**src/rtl/sz_quant_packer_pkg.sv**
```systemverilog
// Shared widths and FSM encoding for the quantization-code packer.
// Imported by the interface and by every packer module.
package sz_quant_packer_pkg;

  localparam int DEF_CODE_W     = 14;
  localparam int DEF_OUT_W      = 64;
  localparam int DEF_FIFO_DEPTH = 4;
  localparam int CODE_IN_W      = 16;
  localparam int DEF_BITS_W     = $clog2(DEF_OUT_W + 1);

  typedef enum logic {
    RUN   = 1'b0,
    FLUSH = 1'b1
  } state_t;

endpackage

```
**src/rtl/sz_quant_packer_if.sv**
```systemverilog
// Packed-word stream towards the encoder/DMA stage.
// The master drives the head word; the slave drives out_ready.
interface sz_quant_packer_if
  import sz_quant_packer_pkg::*;
#(
  parameter int DATA_W = DEF_OUT_W,
  parameter int BITS_W = DEF_BITS_W
);

  logic [DATA_W-1:0] out_data;
  logic              out_valid;
  logic              out_ready;
  logic              out_last;
  logic [BITS_W-1:0] out_bits;

  modport master (
    output out_data,
    output out_valid,
    output out_last,
    output out_bits,
    input  out_ready
  );

  modport slave (
    input  out_data,
    input  out_valid,
    input  out_last,
    input  out_bits,
    output out_ready
  );

endinterface

```
**src/rtl/sz_quant_packer_sync_fifo.sv**
```systemverilog
// Show-ahead synchronous FIFO holding {last, bits, data} entries.
// A push into a full FIFO is accepted only when a pop happens that cycle.
module sz_sync_fifo #(
  parameter int W     = 72,
  parameter int DEPTH = 4
) (
  input  logic         clk,
  input  logic         rst,
  input  logic         push,
  input  logic [W-1:0] din,
  input  logic         pop,
  output logic [W-1:0] dout,
  output logic         full,
  output logic         empty
);

  localparam int AW = $clog2(DEPTH);

  logic [W-1:0]  mem [DEPTH];
  logic [AW-1:0] wr_ptr;
  logic [AW-1:0] rd_ptr;
  logic [AW:0]   cnt;
  logic          do_push;
  logic          do_pop;

  assign empty   = (cnt == '0);
  assign full    = (cnt == (AW+1)'(DEPTH));
  assign do_pop  = pop & ~empty;
  assign do_push = push & (~full | do_pop);
  assign dout    = mem[rd_ptr];

  always_ff @(posedge clk or negedge rst) begin
    if (!rst) begin
      wr_ptr <= '0;
      rd_ptr <= '0;
      cnt    <= '0;
      for (int i = 0; i < DEPTH; i++) begin
        mem[i] <= '0;
      end
    end else begin
      if (do_push) begin
        mem[wr_ptr] <= din;
        wr_ptr      <= wr_ptr + 1'b1;
      end
      if (do_pop) begin
        rd_ptr <= rd_ptr + 1'b1;
      end
      cnt <= cnt + (AW+1)'(do_push) - (AW+1)'(do_pop);
    end
  end

endmodule

```
**src/rtl/sz_quant_packer.sv**
```systemverilog
// Packs 14-bit quant codes LSB-first into 64-bit words with a flush
// terminator; upstream is never stalled, drops set a sticky overflow.
module sz_quant_packer
  import sz_quant_packer_pkg::*;
#(
  parameter int CODE_W     = DEF_CODE_W,
  parameter int OUT_W      = DEF_OUT_W,
  parameter int FIFO_DEPTH = DEF_FIFO_DEPTH
) (
  input  logic                 clk,
  input  logic                 rst,
  input  logic [CODE_IN_W-1:0] code_in,
  input  logic                 code_valid,
  input  logic                 flush,
  sz_quant_packer_if.master    out_if,
  output logic [31:0]          code_count,
  output logic                 overflow,
  output logic                 busy
);

  localparam int ACC_W  = OUT_W + CODE_W;
  localparam int FILL_W = $clog2(OUT_W);
  localparam int BITS_W = $clog2(OUT_W + 1);
  localparam int ENT_W  = 1 + BITS_W + OUT_W;

  localparam logic [FILL_W:0] CODE_V = (FILL_W+1)'(CODE_W);
  localparam logic [FILL_W:0] OUT_V  = (FILL_W+1)'(OUT_W);

  state_t             state_q;
  state_t             state_d;
  logic [ACC_W-1:0]   acc_q;
  logic [ACC_W-1:0]   acc_d;
  logic [ACC_W-1:0]   acc_or;
  logic [FILL_W-1:0]  fill_q;
  logic [FILL_W-1:0]  fill_d;
  logic [FILL_W:0]    sum;
  logic [FILL_W:0]    over;
  logic               take;
  logic               drop_code;
  logic               push;
  logic               push_last;
  logic [OUT_W-1:0]   push_data;
  logic [BITS_W-1:0]  push_bits;
  logic               full;
  logic               empty;
  logic               pop;
  logic [ENT_W-1:0]   head;
  logic               unused_hi;

  assign unused_hi = ^code_in[CODE_IN_W-1:CODE_W];

  assign sum    = {1'b0, fill_q} + CODE_V;
  assign over   = sum - OUT_V;
  assign acc_or = acc_q | (ACC_W'(code_in[CODE_W-1:0]) << fill_q);

  always_comb begin
    state_d   = state_q;
    acc_d     = acc_q;
    fill_d    = fill_q;
    take      = 1'b0;
    drop_code = 1'b0;
    push      = 1'b0;
    push_last = 1'b0;
    push_data = '0;
    push_bits = '0;
    unique case (state_q)
      RUN: begin
        if (code_valid) begin
          take = 1'b1;
          if (sum >= OUT_V) begin
            push      = 1'b1;
            push_data = acc_or[OUT_W-1:0];
            push_bits = BITS_W'(OUT_W);
            acc_d     = acc_or >> OUT_W;
            fill_d    = over[FILL_W-1:0];
          end else begin
            acc_d  = acc_or;
            fill_d = sum[FILL_W-1:0];
          end
        end
        if (flush) begin
          state_d = FLUSH;
        end
      end
      FLUSH: begin
        // Remainder word: only the low fill bits are live.
        push      = 1'b1;
        push_last = 1'b1;
        push_data = acc_q[OUT_W-1:0] & ~({OUT_W{1'b1}} << fill_q);
        push_bits = BITS_W'(fill_q);
        acc_d     = '0;
        fill_d    = '0;
        drop_code = code_valid;
        state_d   = RUN;
      end
      default: state_d = RUN;
    endcase
  end

  always_ff @(posedge clk or negedge rst) begin
    if (!rst) begin
      state_q    <= RUN;
      acc_q      <= '0;
      fill_q     <= '0;
      code_count <= '0;
      overflow   <= 1'b0;
    end else begin
      state_q    <= state_d;
      acc_q      <= acc_d;
      fill_q     <= fill_d;
      code_count <= code_count + 32'(take);
      overflow   <= overflow | drop_code | (push & full & ~pop);
    end
  end

  sz_sync_fifo #(
    .W     (ENT_W),
    .DEPTH (FIFO_DEPTH)
  ) u_fifo (
    .clk   (clk),
    .rst   (rst),
    .push  (push),
    .din   ({push_last, push_bits, push_data}),
    .pop   (pop),
    .dout  (head),
    .full  (full),
    .empty (empty)
  );

  assign pop              = out_if.out_ready & ~empty;
  assign out_if.out_valid = ~empty;
  assign {out_if.out_last, out_if.out_bits, out_if.out_data} = head;

  assign busy = (state_q != RUN) | (fill_q != '0) | ~empty;

endmodule

```
**src/flat_wrapper.sv**
```systemverilog
// flat-port wrapper written by rule: the top's interface ports become plain ports
module sz_quant_packer_flat import sz_quant_packer_pkg::*;
#(
  parameter int CODE_W     = DEF_CODE_W,
  parameter int OUT_W      = DEF_OUT_W,
  parameter int FIFO_DEPTH = DEF_FIFO_DEPTH
)
  (clk, rst, code_in, code_valid, flush, code_count, overflow, busy, out_if_out_data, out_if_out_valid, out_if_out_last, out_if_out_bits, out_if_out_ready);
  sz_quant_packer_if out_if_i ();
  input  logic clk;
  input  logic rst;
  input  logic [CODE_IN_W-1:0] code_in;
  input  logic code_valid;
  input  logic flush;
  output logic [31:0] code_count;
  output logic overflow;
  output logic busy;
  output wire logic [$bits(out_if_i.out_data)-1:0] out_if_out_data;
  output wire logic [$bits(out_if_i.out_valid)-1:0] out_if_out_valid;
  output wire logic [$bits(out_if_i.out_last)-1:0] out_if_out_last;
  output wire logic [$bits(out_if_i.out_bits)-1:0] out_if_out_bits;
  input wire logic [$bits(out_if_i.out_ready)-1:0] out_if_out_ready;
  assign out_if_out_data = out_if_i.out_data;
  assign out_if_out_valid = out_if_i.out_valid;
  assign out_if_out_last = out_if_i.out_last;
  assign out_if_out_bits = out_if_i.out_bits;
  assign out_if_i.out_ready = out_if_out_ready;
  sz_quant_packer #(.CODE_W(CODE_W), .OUT_W(OUT_W), .FIFO_DEPTH(FIFO_DEPTH)) u_core (.clk(clk), .rst(rst), .code_in(code_in), .code_valid(code_valid), .flush(flush), .out_if(out_if_i), .code_count(code_count), .overflow(overflow), .busy(busy));
endmodule
```
**config.mk**
```make
export PLATFORM = sky130hd
export DESIGN_NAME = sz_quant_packer_flat
export DESIGN_NICKNAME = d
export VERILOG_FILES = /design/src/rtl/sz_quant_packer_pkg.sv /design/src/rtl/sz_quant_packer_if.sv /design/src/rtl/sz_quant_packer_sync_fifo.sv /design/src/rtl/sz_quant_packer.sv /design/src/flat_wrapper.sv
export SDC_FILE = /design/constraint.sdc
export NUM_CORES = 1
export LEC_CHECK = 0
export CORE_MARGIN = 2
export CORE_UTILIZATION = 54
export CTS_BUF_LIST = sky130_fd_sc_hd__clkbuf_8 sky130_fd_sc_hd__clkbuf_16
export DETAILED_ROUTE_END_ITERATION = 10
export PLACE_DENSITY = 0.88
export SLEW_MARGIN = 20
export SYNTH_ARGS = -nofsm -noshare
export SYNTH_HDL_FRONTEND = slang
export SYNTH_SLANG_ARGS = --single-unit
```
**constraint.sdc**
```tcl
create_clock -name clk -period 2.6 [get_ports clk]
set_input_delay 0.26 -clock clk [delete_from_list [all_inputs] [get_ports clk]]
set_output_delay 0.26 -clock clk [all_outputs]
set_load 0.01 [all_outputs]
```
# ---- Yosys cells after proc, flatten, opt, wreduce, memory -nomap -nowiden
# Index checks and enable logic that the tools add are counted.
dict set report totals {
  out_inout_bits 107
  regBits 413
  in_bits 21
}
dict set report classes {
  n_eq_ne 2
  n_mux 27
  bitwise 19
  add_sub_neg 7
  n_lt_le_gt_ge 4
  shifts 2
  reduce_logical 3
}
# cell count
set ops {}
lappend ops {{bitwise mux 288 bit} 1}
lappend ops {{2-to-1 mux 72 bit} 3}
lappend ops {{2-to-1 mux 78 bit} 2}
lappend ops {{one-hot mux 78 bit (2 select lines)} 1}
lappend ops {{binary-select mux 72 bit (select 2 bit)} 1}
lappend ops {{demux 72 bit (select 2 bit)} 1}
lappend ops {{2-to-1 mux 64 bit} 2}
lappend ops {{one-hot mux 64 bit (2 select lines)} 1}
lappend ops {{bitwise OR 78 bit} 1}
lappend ops {{left shift 14 x 6 -> 78 bit} 1}
lappend ops {{AND 64 bit} 1}
lappend ops {{inverter 64 bit} 1}
lappend ops {{left shift 64 x 6 -> 64 bit, first input constant} 1}
lappend ops {{adder 32 x 1 -> 32 bit} 1}
lappend ops {{2-to-1 mux 7 bit} 2}
lappend ops {{one-hot mux 7 bit (2 select lines)} 1}
lappend ops {{2-to-1 mux 6 bit} 2}
lappend ops {{one-hot mux 6 bit (2 select lines)} 1}
lappend ops {{adder 6 x 4 -> 7 bit, second input constant} 1}
lappend ops {{greater-or-equal comparator 7 bit, second input constant} 1}
lappend ops {{2-to-1 mux 1 bit} 7}
lappend ops {{greater-or-equal comparator 3 bit, second input constant} 2}
lappend ops {{inverter 2 -> 3 bit} 2}
lappend ops {{nonzero test 6 bit} 1}
lappend ops {{other kinds (13)} 26}

# ---- Longest topological paths before layout
dict set report logic_depth {
  ltp_word 8
  mapped_depth 13
  depth_no_buf 9
}

# ---- By module
# A second synthesis with hierarchy kept.
dict set report unflattened {
  hier_cells 1456
  area_unflattened_um2 19736.4
}
# mod seq_area_each_um2 area_each_um2 instances cells_per_inst
set by_module_without_submodules {}
lappend by_module_without_submodules {sz_sync_fifo 7382.1 13005.0 1 732}
lappend by_module_without_submodules {sz_quant_packer 2902.8 6731.5 1 724}

# ---- Worst setup path before layout
# OpenSTA, ideal clock, no wires.
dict set report synth_timing {
  path_type {reg-to-reg}
  start {reg u_core.fill_q[1]}
  end {reg u_core.u_fifo.cnt[2]}
  arrival_time_ps 2537
  n_path_buf 4
  setup_slack_ps -59
  t_required_ps 2477
  stages_incl_launch_ff 14
  cell_sequence {dfrtp_1 buf_6 o311a_1 buf_6 a21o_1 buf_6 buf_2 nor2_1 a21o_1 ha_1 inv_1 fa_1 xnor2_1 xnor2_1}
}
dict set report synth_via {
  elab_chain_cells 8
}
# item line_no
set synth_rtl {}
lappend synth_rtl {{from (decl)} sz_quant_packer.sv:34} ;# logic [FILL_W-1:0] fill_q;
lappend synth_rtl {{from (signal assigned)} sz_quant_packer.sv:110} ;# fill_q <= fill_d;
lappend synth_rtl {{adder 6 x 4 -> 7 bit} sz_quant_packer.sv:52} ;# assign sum = {1'b0, fill_q} + CODE_V;
lappend synth_rtl {{greater-or-equal comparator 7 bit} sz_quant_packer.sv:70} ;# if (sum >= OUT_V) begin
lappend synth_rtl {{2-to-1 mux 1 bit} sz_quant_packer.sv:70}
lappend synth_rtl {{2-to-1 mux 1 bit} sz_quant_packer.sv:68} ;# if (code_valid) begin
lappend synth_rtl {{one-hot mux 1 bit (2 select lines)} sz_quant_packer.sv:66} ;# unique case (state_q)
lappend synth_rtl {{AND 1 bit} sz_quant_packer_sync_fifo.sv:29} ;# assign do_push = push & (~full | do_pop);
lappend synth_rtl {{adder 3 x 1 -> 3 bit} sz_quant_packer_sync_fifo.sv:48} ;# cnt <= cnt + (AW+1)'(do_push) - (AW+1)'(do_pop);
lappend synth_rtl {{subtractor 3 x 1 -> 3 bit} sz_quant_packer_sync_fifo.sv:48}
lappend synth_rtl {{to (signal assigned)} sz_quant_packer_sync_fifo.sv:48}
lappend synth_rtl {{to (decl)} sz_quant_packer_sync_fifo.sv:22} ;# logic [AW:0] cnt;
# No other way between the ends.
# A chain may end at the register's enable or synchronous reset.

# ---- Final worst setup path
dict set report layout_timing {
  start {reg u_core.fill_q[2]}
  end {reg u_core.u_fifo.mem[249] in the netlist's numbering}
}
dict set report layout_via {
  elab_chain_cells 6
  elab_cells_between_ends 15
  cone_classes {1 x add/sub; 1 x order compare; 2 x shift; 7 x mux; 4 x bitwise}
}
# item line_no
set layout_rtl {}
lappend layout_rtl {{adder 6 x 4 -> 7 bit or left shift 14 x 6 -> 78 bit (tied branches)} {sz_quant_packer.sv:52, sz_quant_packer.sv:54}}
lappend layout_rtl {{greater-or-equal comparator 7 bit or bitwise OR 78 bit (tied branches)} {sz_quant_packer.sv:70, sz_quant_packer.sv:54}}
lappend layout_rtl {{2-to-1 mux 64 bit or 2-to-1 mux 1 bit (tied branches)} sz_quant_packer.sv:70}
lappend layout_rtl {{2-to-1 mux 64 bit or 2-to-1 mux 1 bit (tied branches)} sz_quant_packer.sv:68}
lappend layout_rtl {{one-hot mux 64 bit (2 select lines) or one-hot mux 1 bit (2 select lines) (tied branches)} sz_quant_packer.sv:66}
lappend layout_rtl {{bitwise mux 288 bit or AND 1 bit (tied branches)} {sz_quant_packer_sync_fifo.sv:42, sz_quant_packer_sync_fifo.sv:29}}
lappend layout_rtl {{to (signal, indexed assignment)} sz_quant_packer_sync_fifo.sv:42} ;# mem[wr_ptr] <= din;
lappend layout_rtl {{to (decl)} sz_quant_packer_sync_fifo.sv:19} ;# logic [W-1:0] mem [DEPTH];
# Several ways; a longest one is shown, not always the timed one.

==> impl_metrics.ini <==
[status]
status = finished, final reports clean

[finish]
final_util = 0.658
design_area_mm2 = 0.0235
final_layout_size_suffix_gt1_frac = 0.219
area_growth_pct = 19.7
design.final.nets = 1853
antenna_cells_inserted = 0
layoutNonFillerInstCount = 2314

[drt]
drt_wl_total_um = 56700
final_antenna_net_count = 0
remaining_drc_errors = 0
detail_route.wl_per_cell_um = 24.5
vias_per_cell = 6.42
drt-initial-drc-count = 1723
vias = 14860
drt-pass1-iter-count = 6

[pwr]
p_int_mw = 14.9
swShare = 0.337
power-per-cell-area_mw_per_mm2 = 959
power.clock.fraction = 0.287
seq_power_share = 0.375
pwr-share-comb = 0.338
vdd.ir_drop.worst_mv = 0.601
total_leakage_power_nw = 11.2
power_switching_mw = 7.59

[setup_path]
critPathArrivalTime_ns = 2.96
critPathCaptureType = register
critPathMaxFanout = 47
cp_data_required_time_ns = 2.96
timing.critical_path.from_type = register
critPathKind = reg -> reg

[min_path]
class_of_the_tightest_hold_or_removal_check = in -> reg

[clocking]
cts_h_tree_lvls = 2
max-clock-path-buffers = 3
insertion_delay_ns = 0.56
clkTransAtPathRegs_ns = 0.06
tritoncts = done
clock-root-buffer = sky130_fd_sc_hd__clkbuf_16
cts_inserted_buffers = 41
tritoncts_num_sinks = 407

[synth]
synthesis.instances = 1663
synth-xor-area-share = 0.0170
postSynthRegisterBits = 407
async_flop_share = 1.00
synth_simple_gate_area_share = 0.122
synth_top_family_by_area = multiplexers
synthFlopType = sky130_fd_sc_hd__dfrtp_1
synth_cell_types = 70
ys_seq_area_frac = 0.520
syn-mean-instance-area_um2 = 11.8
synth_compound_area_frac = 0.0963
postSynthNetCount = 1696
synth_mux_area_frac = 0.200
netlist_area_mm2 = 0.0196
yosys_warnings = 0
synth_enable_flop_cells = 0
synth_adder_area_share = 0.00804

[sta]
post-route-period-util = 0.999
clock_skew_ns = 0.0288
timing_worst_slew_pin_value_ns = 0.841
timing_max_transition_violations_final = 0
timing.final.setup_violations = 0
finalCriticalPeriod_ns = 2.60
final_hold_viol_count = 0
relSlewSlack = 0.440
worst_slack_ns = 0.00274
fmax_mhz = 385
rsz0062_at_grt = false
holdWs_ns = 0.282

[die]
dieArea_mm2 = 0.0378
start_util = 0.550
core_area_mm2 = 0.0357
width_of_the_die_um = 194
num_io_pins = 128
total_number_of_placement_rows = 69
floorplan.die.height_um = 194

[grt]
grt_start_max_net_pins = 85
grtUsageTotal = 0.304
via_count_of_the_first_global_routing_pass = 15405
grt.overflow.total = 0
grt_antenna_before_repair = 0
wire_length_of_the_first_global_routing_pass_um = 89500

[job]
maxCapViolCount = 0

[placement]
io_buffer_count = 124
dpl.hpwl_um = 36300
placement.setup.worst_slack_ns = 0.00349
weighted_congestion_at_the_end_of_routability_driven_global_placement = 0.988
detailed_place.area_mm2 = 0.0218
placed_cells_incl_taps = 2227
-- per-stage QoR --
| step | power, mW | TNS [ns] |
|---|---|---|
| after floorplan | 12.8 | 0 |
| after global placement | 15.3 | 0 |
| after detailed placement | 15.7 | 0 |
| after CTS | 22.3 | -0.00461 |
| after global routing | 23.3 | 0 |
| final | 22.5 | 0 |
-- sequential cells by signal (all words and copies together), names as in the netlist --
register              flops
u_core.u_fifo.mem       284
u_core.acc_q             77
u_core.code_count        32
u_core.fill_q             5
u_core.u_fifo.cnt         3
u_core.u_fifo.rd_ptr      2
u_core.u_fifo.wr_ptr      2
u_core.overflow           1
u_core.state_q            1
-- final timing paths --
kind                                             from                      to  slack (ns)  depth (start not counted)
worst min-delay path                            flush          u_core.state_q        0.28                          2
worst max register to register       u_core.fill_q[2]  u_core.u_fifo.mem[249]       0.003                          7
worst min register to register  u_core.u_fifo.mem[23]   u_core.u_fifo.mem[23]        0.48                          2
max in group asynchronous                         rst   u_core.u_fifo.mem[88]        1.50                          3
worst max-delay path                 u_core.fill_q[2]  u_core.u_fifo.mem[249]       0.003                          7
min in group asynchronous                         rst  u_core.u_fifo.mem[139]        0.32                          2
-- area by class of cell --
type	instances	area [µm²]
multi-input cells	1120	8740
flip-flops and latches	407	10200
clock buffers	53	1210
well taps	461	577
inverters	19	71.3
clock inverters	23	263
repair buffers	231	2390
fillers	2441	12200
-- cells in the final DEF (no fill, tap or decap), types with 10 or more instances in the layout --
| master | synthesis | final |
|---|---|---|
| sky130_fd_sc_hd__clkbuf_8 | 0 | 10 |
| sky130_fd_sc_hd__dlymetal6s2s_1 | 0 | 10 |
| sky130_fd_sc_hd__nand3_1 | 24 | 20 |
| sky130_fd_sc_hd__nor3_1 | 23 | 23 |
| sky130_fd_sc_hd__dfrtp_1 | 407 | 404 |
| sky130_fd_sc_hd__mux2_4 | 128 | 128 |
| sky130_fd_sc_hd__a22o_1 | 20 | 20 |
| sky130_fd_sc_hd__and2_1 | 40 | 40 |
| sky130_fd_sc_hd__a21oi_1 | 55 | 54 |
| sky130_fd_sc_hd__nand2_1 | 274 | 274 |
| sky130_fd_sc_hd__clkdlybuf4s50_1 | 0 | 61 |
| sky130_fd_sc_hd__dlygate4sd2_1 | 0 | 52 |
| sky130_fd_sc_hd__buf_4 | 1 | 77 |
| sky130_fd_sc_hd__nor2_1 | 90 | 89 |
| sky130_fd_sc_hd__a211oi_1 | 15 | 15 |
| sky130_fd_sc_hd__mux2_2 | 10 | 10 |
| sky130_fd_sc_hd__o22ai_1 | 12 | 12 |
| sky130_fd_sc_hd__mux4_2 | 74 | 74 |
| sky130_fd_sc_hd__ha_1 | 11 | 11 |
| sky130_fd_sc_hd__clkbuf_16 | 0 | 44 |
| sky130_fd_sc_hd__mux2_1 | 12 | 12 |
| sky130_fd_sc_hd__and3_1 | 25 | 21 |
| sky130_fd_sc_hd__buf_12 | 0 | 24 |
| sky130_fd_sc_hd__inv_1 | 16 | 24 |
| sky130_fd_sc_hd__o21ai_0 | 131 | 131 |
| sky130_fd_sc_hd__a21o_1 | 11 | 11 |
| sky130_fd_sc_hd__xnor2_1 | 32 | 32 |
| sky130_fd_sc_hd__nand4_1 | 11 | 11 |
-- power by group through the flow --
stage	Combinational (mW)	Clock (mW)	Sequential [mW]
3_5_place_dp	7.19	0	8.46
6_report	7.60	6.45	8.44
4_1_cts	7.45	6.48	8.37
5_1_grt	8.03	6.73	8.54
3_3_place_gp	6.97	0	8.34
2_1_floorplan	4.66	0	8.09
-- synth_stat cells, types with 12 or more instances --
cell type | count | area, µm²
sky130_fd_sc_hd__a22o_1 | 20 | 175
sky130_fd_sc_hd__nand3_1 | 24 | 120
sky130_fd_sc_hd__buf_1 | 14 | 52.6
sky130_fd_sc_hd__nor2_1 | 90 | 338
sky130_fd_sc_hd__buf_6 | 25 | 282
sky130_fd_sc_hd__clkbuf_1 | 64 | 240
sky130_fd_sc_hd__nand2_1 | 274 | 1030
sky130_fd_sc_hd__mux4_2 | 74 | 1670
sky130_fd_sc_hd__o21ai_0 | 131 | 656
sky130_fd_sc_hd__xnor2_1 | 32 | 280
sky130_fd_sc_hd__mux2_1 | 12 | 135
sky130_fd_sc_hd__and2_1 | 40 | 250
sky130_fd_sc_hd__nor3_1 | 23 | 115
sky130_fd_sc_hd__buf_2 | 13 | 65.1
sky130_fd_sc_hd__a21oi_1 | 55 | 275
sky130_fd_sc_hd__inv_1 | 16 | 60.1
sky130_fd_sc_hd__o22ai_1 | 12 | 75.1
sky130_fd_sc_hd__dfrtp_1 | 407 | 10200
sky130_fd_sc_hd__a211oi_1 | 15 | 113
sky130_fd_sc_hd__mux2_4 | 128 | 1920
sky130_fd_sc_hd__and3_1 | 25 | 156
-- what timing repair did --
action | CTS | global route
resized for setup | 61 | 12
endpoints found under the hold margin | 73 | 0
cloned | 0 | 1
hold buffers | 1 | 0
endpoints found under the setup margin | 69 | 20
buffers inserted | 9 | 0
-- routing by layer --
layer | part of all wire | GRT usage | vias to the layer above
met5 | 0 | 0 | -
met4 | 0.037 | 0.117 | 0
met3 | 0.095 | 0.0632 | 180
met2 | 0.48 | 0.487 | 916
met1 | 0.39 | 0.411 | 7558
li1 | - | - | 6206
-- logic make-up (layout without fill, tap and decap cells) --
logic type | after synthesis | count (layout)
other cells | 1 | 1
mux | 233 | 233
buf+inv | 136 | 326
xor+xnor | 38 | 38
compound gates | 307 | 307
simple gates | 529 | 529
flops | 407 | 407
fa+ha+maj | 12 | 12
-- worst max-delay path, cell delays in order (launching register included) --
cell and delay (ns):
sky130_fd_sc_hd__dfrtp_1 0.40, sky130_fd_sc_hd__buf_12 0.20, sky130_fd_sc_hd__inv_1 0.11, sky130_fd_sc_hd__ha_1 0.38, sky130_fd_sc_hd__ha_1 0.41, sky130_fd_sc_hd__a21oi_1 0.12, sky130_fd_sc_hd__a2bb2oi_1 0.53, sky130_fd_sc_hd__o21ai_0 0.25
No activity file was read; power rests on OpenSTA's default activity.
